===== src/rtl/encoder_4x2_pending_if.sv =====
// Request/code bus between event sources, the encoder and its consumer.
// The master side drives requests and ack; the slave side is the encoder.
interface encoder_4x2_pending_if;
    logic       en;
    logic [3:0] d;
    logic       ack;
    logic [1:0] y;
    logic       valid;
    logic [3:0] pending;

    modport master (
        output en,
        output d,
        output ack,
        input  y,
        input  valid,
        input  pending
    );

    modport slave (
        input  en,
        input  d,
        input  ack,
        output y,
        output valid,
        output pending
    );
endinterface


===== src/rtl/encoder_4x2_pending.sv =====
// Sequential 4-to-2 event encoder with a pending register and valid/ack.
// ENCODER_RR_EN selects round-robin instead of fixed highest-bit priority.
module encoder_4x2_pending (
    input  logic                      clk,
    input  logic                      rst_n,
    encoder_4x2_pending_if.slave      bus
);

    typedef enum logic {
        IDLE,
        HOLD
    } state_t;

    state_t     state;
    state_t     state_nxt;
    logic [3:0] pending_q;
    logic [3:0] pending_nxt;
    logic [3:0] clr;
    logic [1:0] y_q;
    logic [1:0] y_nxt;
    logic       valid_q;
    logic       valid_nxt;
    logic [1:0] sel;
    logic       accept;

    assign accept = valid_q && bus.ack;

`ifdef ENCODER_RR_EN
    logic [1:0] last;
    logic [1:0] start;

    assign start = last + 2'd1;

    // Search from the slot after the last accepted index, wrapping
    always_comb begin
        logic       found;
        logic [1:0] idx;
        sel   = start;
        found = 1'b0;
        for (int k = 0; k < 4; k++) begin
            idx = start + 2'(k);
            if (!found && pending_q[idx]) begin
                sel   = idx;
                found = 1'b1;
            end
        end
    end

    // Pointer remembers the most recently accepted index
    always_ff @(posedge clk or negedge rst_n) begin
        if (!rst_n) begin
            last <= 2'b11;
        end else if (accept) begin
            last <= y_q;
        end
    end
`else
    // Fixed priority: highest pending bit wins
    always_comb begin
        sel = 2'd0;
        if (pending_q[3]) begin
            sel = 2'd3;
        end else if (pending_q[2]) begin
            sel = 2'd2;
        end else if (pending_q[1]) begin
            sel = 2'd1;
        end else begin
            sel = 2'd0;
        end
    end
`endif

    // New requests are OR-ed in after the clear, so set beats clear
    always_comb begin
        clr = 4'b0000;
        if (accept) begin
            clr = 4'(1) << y_q;
        end
        pending_nxt = (pending_q & ~clr)
                    | (bus.en ? bus.d : 4'b0000);
    end

    // Handshake FSM: present one code, hold it until acknowledged
    always_comb begin
        state_nxt = state;
        y_nxt     = y_q;
        valid_nxt = valid_q;
        unique case (state)
            IDLE: begin
                if (pending_q != 4'b0000) begin
                    y_nxt     = sel;
                    valid_nxt = 1'b1;
                    state_nxt = HOLD;
                end
            end
            HOLD: begin
                if (bus.ack) begin
                    valid_nxt = 1'b0;
                    state_nxt = IDLE;
                end
            end
            default: begin
                state_nxt = IDLE;
                valid_nxt = 1'b0;
            end
        endcase
    end

    // State, code and pending registers
    always_ff @(posedge clk or negedge rst_n) begin
        if (!rst_n) begin
            state     <= IDLE;
            y_q       <= 2'b00;
            valid_q   <= 1'b0;
            pending_q <= 4'b0000;
        end else begin
            state     <= state_nxt;
            y_q       <= y_nxt;
            valid_q   <= valid_nxt;
            pending_q <= pending_nxt;
        end
    end

    assign bus.y       = y_q;
    assign bus.valid   = valid_q;
    assign bus.pending = pending_q;

endmodule


===== src/flat_wrapper.sv =====
// flat-port wrapper written by rule: the top's interface ports become plain ports
module encoder_4x2_pending_flat 
  (clk, rst_n, bus_en, bus_d, bus_ack, bus_y, bus_valid, bus_pending);
  encoder_4x2_pending_if bus_i ();
  input  logic clk;
  input  logic rst_n;
  input wire logic [$bits(bus_i.en)-1:0] bus_en;
  input wire logic [$bits(bus_i.d)-1:0] bus_d;
  input wire logic [$bits(bus_i.ack)-1:0] bus_ack;
  output wire logic [$bits(bus_i.y)-1:0] bus_y;
  output wire logic [$bits(bus_i.valid)-1:0] bus_valid;
  output wire logic [$bits(bus_i.pending)-1:0] bus_pending;
  assign bus_i.en = bus_en;
  assign bus_i.d = bus_d;
  assign bus_i.ack = bus_ack;
  assign bus_y = bus_i.y;
  assign bus_valid = bus_i.valid;
  assign bus_pending = bus_i.pending;
  encoder_4x2_pending u_core (.clk(clk), .rst_n(rst_n), .bus(bus_i));
endmodule

===== config.mk =====
export PLATFORM = sky130hd
export DESIGN_NAME = encoder_4x2_pending_flat
export DESIGN_NICKNAME = d
export VERILOG_FILES = /design/src/rtl/encoder_4x2_pending_if.sv /design/src/rtl/encoder_4x2_pending.sv /design/src/flat_wrapper.sv
export SDC_FILE = /design/constraint.sdc
export NUM_CORES = 1
export LEC_CHECK = 0
export BUFFER_PORTS_ARGS = -buffer_cell sky130_fd_sc_hd__buf_4
export CAP_MARGIN = 20
export CORE_AREA = 2 2 39 41
export DETAILED_ROUTE_END_ITERATION = 8
export DIE_AREA = 0 0 41 43
export SLEW_MARGIN = 20
export SYNTH_ARGS = -nofsm -noshare
export SYNTH_HDL_FRONTEND = slang
export SYNTH_SLANG_ARGS = --single-unit

===== constraint.sdc =====
create_clock -name clk -period 1.7 [get_ports clk]
set_input_delay 0.34 -clock clk [delete_from_list [all_inputs] [get_ports clk]]
set_output_delay 0.34 -clock clk [all_outputs]
set_load 0.005 [all_outputs]

Word level (Yosys, flattened, before mapping)
Index checks and enable logic that the tools add are counted.
{"block": "totals", "register_bits": 8, "out_inout_bits": 7, "elab_cells": 26}
{"block": "classes", "eq_ne": 2, "shifts": 1, "muxes": 11, "n_bitwise": 4, "n_reduce_logical": 4}
{"cell": "4-bit two-way mux", "n": 2}
{"cell": "1-bit two-way mux", "n": 5}
{"cell": "4-bit bitwise AND", "n": 1}
{"cell": "2-bit two-way mux", "n": 2}
{"cell": "4-bit NOT", "n": 1}
{"cell": "4-bit OR", "n": 1}
{"cell": "1-bit one-hot mux with 2 select lines", "n": 2}
{"cell": "2-bit AND reduction", "n": 2}
{"cell": "4-bit nonzero test", "n": 1}
{"cell": "1-bit by 2-bit left shift with 4-bit output (first input constant)", "n": 1}
{"cell": "2-bit by 1-bit != test with 1-bit output (second input constant)", "n": 1}
{"cell": "2-bit != test (second input constant)", "n": 1}
{"cell": "1-bit logical AND", "n": 1}
{"cell": "1-bit NOT", "n": 1}

Depth between registers and ports, before layout
{"block": "depth", "word_depth": 5, "mapped_depth": 3, "depth_no_buf": 3}

Worst setup path before layout
No wires, ideal clock.
{"block": "synth_timing", "path_kind": "reg2reg", "from": "reg u_core.pending_q[2] (netlist: u_core.bus.pending[2])", "to": "reg u_core.valid_q (netlist: u_core.bus.valid)", "setup_ns": 0.123, "t_arrival_ns": 1.109, "path_slack_ns": 0.469, "stages_incl_launch_ff": 4, "n_path_buf": 0, "synth_period_minus_slack_ns": 1.231, "cell_sequence": "dfrtp_1 -> or4_4 -> o21ai_2 -> o21ai_1"}
{"block": "synth_via", "elab_chain_len": 3}
{"element": "start: declaration", "line_no": "encoder_4x2_pending.sv:16", "source": "logic [3:0] pending_q;"}
{"element": "start signal: assignment", "line_no": "encoder_4x2_pending.sv:120", "source": "pending_q <= pending_nxt;"}
{"element": "4-bit nonzero test", "line_no": "encoder_4x2_pending.sv:90", "source": "if (pending_q != 4'b0000) begin"}
{"element": "2-bit by 1-bit != test with 1-bit output (no source line)"}
{"element": "2-bit AND reduction (no source line)"}
{"element": "end signal: assignment", "line_no": "encoder_4x2_pending.sv:119", "source": "valid_q <= valid_nxt;"}
{"element": "end: declaration", "line_no": "encoder_4x2_pending.sv:21", "source": "logic valid_q;"}
Every way passes these cells.
A chain may end at the register's enable or synchronous reset.

Final worst setup path
Ends and elaborated chain as after synthesis.

==> flow_metrics.env <==
export IMPL_die_y_um=43
export IMPL_synth_seq_cells=8
export IMPL_reg2reg_depth=3
export IMPL_hold_path_class="input pin to flop"
export IMPL_synth_area_leaders="dfrtp_1 57%, o21ai_1 7.1%, a22o_1 5.0%"
export IMPL_drtIter0Drc=14
export IMPL_worstSetupPathType="flop to flop"
export IMPL_cts_sinks=8
export IMPL_overflow=0
export IMPL_dp_cells=65
export IMPL_slew_violations=0
export IMPL_worst_ir_drop_vdd_mv=0.3934
export IMPL_finalClockSkew_ns=0.006143
export IMPL_max_cap_violations=0
export IMPL_antenna_found_initial=0
export IMPL_ys_seq_area_frac=0.5674
export IMPL_layout_drive_gt1_share=0.3585
export IMPL_io_buffer_count=14
export IMPL_post_cts_buffers=0
export IMPL_insertedDiodeCount=0
export IMPL_ios=15
export IMPL_worstPathArrival_ns=1.41
export IMPL_clock_latency_ns=0.25
export IMPL_power_leakage_nw=0.2353
export IMPL_tns_ns=0
export IMPL_relSlewSlack=0.8520
export IMPL_r2r_end="u_core.bus.valid$_DFFE_PN0P_"
export IMPL_root_buffer="clkbuf_4"
export IMPL_htreeDepth=1
export IMPL_start_util=0.2550
export IMPL_final_cells=69
export IMPL_crit_buf_inv=0
export IMPL_synth_top_cell_by_area="dfrtp_1"
export IMPL_utilization=0.3689
export IMPL_netlist_instances=35
export IMPL_grt_pass1_vias=320
export IMPL_synth_area_per_cell_um2=10.08
export IMPL_synthToLayoutAreaGrowth_pct=44.68
export IMPL_fin_crit_sh=0.7533
export IMPL_holdPathStages=3
export IMPL_layout_common_cells="14 x buf_4, 8 x dfrtp_1, 5 x o21ai_1, 4 x nand2_1"
export IMPL_nFillCells=137
export IMPL_grt_pass1_wl_um=1393
export IMPL_wl_per_cell_um=11.94
export IMPL_synth_nets=43
export IMPL_critPathMaxFanout=5
export IMPL_firstDrtPassIters=4
export IMPL_hold_viol=0
export IMPL_critical_path_max_stage_delay_ns=0.56
export IMPL_hold_end="u_core.bus.pending[2]$_DFF_PN0_"
export IMPL_tightestPinTransition_ns=0.2220
export IMPL_grt_max_degree=9
export IMPL_drt_wl_total_um=824
export IMPL_cp_start_kind="flop"
export IMPL_synth_top_cell_area_share=0.5674
export IMPL_critPathTopFamily="simple AND/OR/NAND/NOR gates"
export IMPL_synth_cell_area_um2=352.8
export IMPL_core_mm2=0.001384
export IMPL_cts_buffers=3
export IMPL_clock_path_buffers=2
export IMPL_holdCritStartpoint="bus_d[2]"
export IMPL_rows=14
export IMPL_powerDensity_mw_per_mm2=1064
export IMPL_setup_viol=0
export IMPL_grtUsageTotal=0.1211
export IMPL_fmax_ghz=0.7808
export IMPL_cts_tree="yes"
export IMPL_hpwlAfterDp_um=658.4
export IMPL_cp_num_cells=3
export IMPL_via_per_inst=4.652
export IMPL_rsz0062_at_grt="false"
export IMPL_detail_route_antenna_nets=0
export IMPL_worstSetupEndpointType="flop"
export IMPL_slowest_stage="or4_4"
export IMPL_die_width_um=41
export IMPL_r2r_start="u_core.bus.pending[2]$_DFF_PN0_"
export IMPL_ys_types=16
export IMPL_critical_path_cell_chain="or4_4 -> o21ai_2 -> o21ai_1"
export IMPL_vias=321
export IMPL_finalCriticalPeriod_ns=1.281
export IMPL_nets=63
export IMPL_status="finished clean"
export IMPL_cp_data_required_time_ns=1.83
export IMPL_dieArea_mm2=0.001763
export IMPL_r2r_setup_slack_ns=0.42
export IMPL_path_clk_slew_ns=0.05
export IMPL_gp_congestion=0.6803
export IMPL_ys_warn_count=0
export IMPL_mostFrequentLayoutCell="buf_4"
export IMPL_drc=0
cells by family after synthesis:
kind of cell	after synthesis	share of synthesized area
flip-flops	8	0.5674
AO/OA/AOI/OAI	11	0.1950
multiplexers	1	0.02837
buffers and inverters	3	0.03191
AND/OR/NAND/NOR	12	0.1773
power breakdown:
part	leakage (nW)	internal (mW)	switching, mW
clock	0.0138	0.0804	0.0582
combinational	0.139	0.0790	0.0460
sequential	0.0827	0.225	0.0542
area by class of cell:
class	count	area, µm²	share of cell area
flip-flops and latches	8	200.2	0.3922
repair buffers	15	115.1	0.2255
clock buffers	3	22.52	0.04412
multi-input cells	24	141.4	0.2770
well taps	16	20.02	0.03922
inverters	3	11.26	0.02206
synth_stat cells, drive strengths merged:
master  instances
dfrtp           8
a22oi           1
o21ai           7
or4             1
nand4b          1
nor3            1
nor2            3
a22o            2
nand3           1
nand4           1
inv             3
mux2i           1
nand2           4
a21oi           1
worst min-delay path: cells and delay by family:
family / cells / cell delay [ns]
buf+inv: 1 / 0.08
simple gates: 2 / 0.08
how the worst max path moves through the flow:
stage                                    start  slack, ns                            to
3_3_place_gp   u_core.bus.pending[2]$_DFF_PN0_       0.46  u_core.bus.valid$_DFFE_PN0P_
2_1_floorplan  u_core.bus.pending[2]$_DFF_PN0_       0.47  u_core.bus.valid$_DFFE_PN0P_
6_report       u_core.bus.pending[2]$_DFF_PN0_       0.42  u_core.bus.valid$_DFFE_PN0P_
5_1_grt        u_core.bus.pending[2]$_DFF_PN0_       0.38  u_core.bus.valid$_DFFE_PN0P_
4_1_cts        u_core.bus.pending[2]$_DFF_PN0_       0.42  u_core.bus.valid$_DFFE_PN0P_
3_5_place_dp   u_core.bus.pending[2]$_DFF_PN0_       0.44  u_core.bus.valid$_DFFE_PN0P_
what timing repair did:
action                    CTS  global route
hold buffers                1             0
gates resized for setup     0             0
hold endpoints to repair    8             0
per-stage QoR:
| step | setup slack [ns] | cell area (µm²) | hold WS [ns] | power, mW |
|---|---|---|---|---|
| 6_report | 0.4193 | 510.5 | 0.2868 | 0.5431 |
| 5_1_grt | 0.3767 | 510.5 | 0.2878 | 0.5858 |
| 4_1_cts | 0.4231 | 510.5 | 0.2793 | 0.5550 |
| 3_5_place_dp | 0.4403 | 478.0 | 0.1660 | 0.4084 |
| 3_3_place_gp | 0.4644 | 478.0 | 0.1631 | 0.4051 |
| 2_1_floorplan | 0.4686 | 352.8 | 0.04441 | 0.3182 |
metal layers:
metal,track usage,routed length [µm],vias to the layer above
met5,0,0,-
met2,0.1625,398,6
li1,-,-,163
met3,0.03141,20,2
met1,0.1634,389,150
met4,0.08000,15,0
state kept, by name (all words and copies together), names as in the netlist:
signal and cells:
u_core.bus.pending 4, u_core.bus.valid 1, u_core.bus.y 2, u_core.state 1
(Power assumes the default switching activity.)
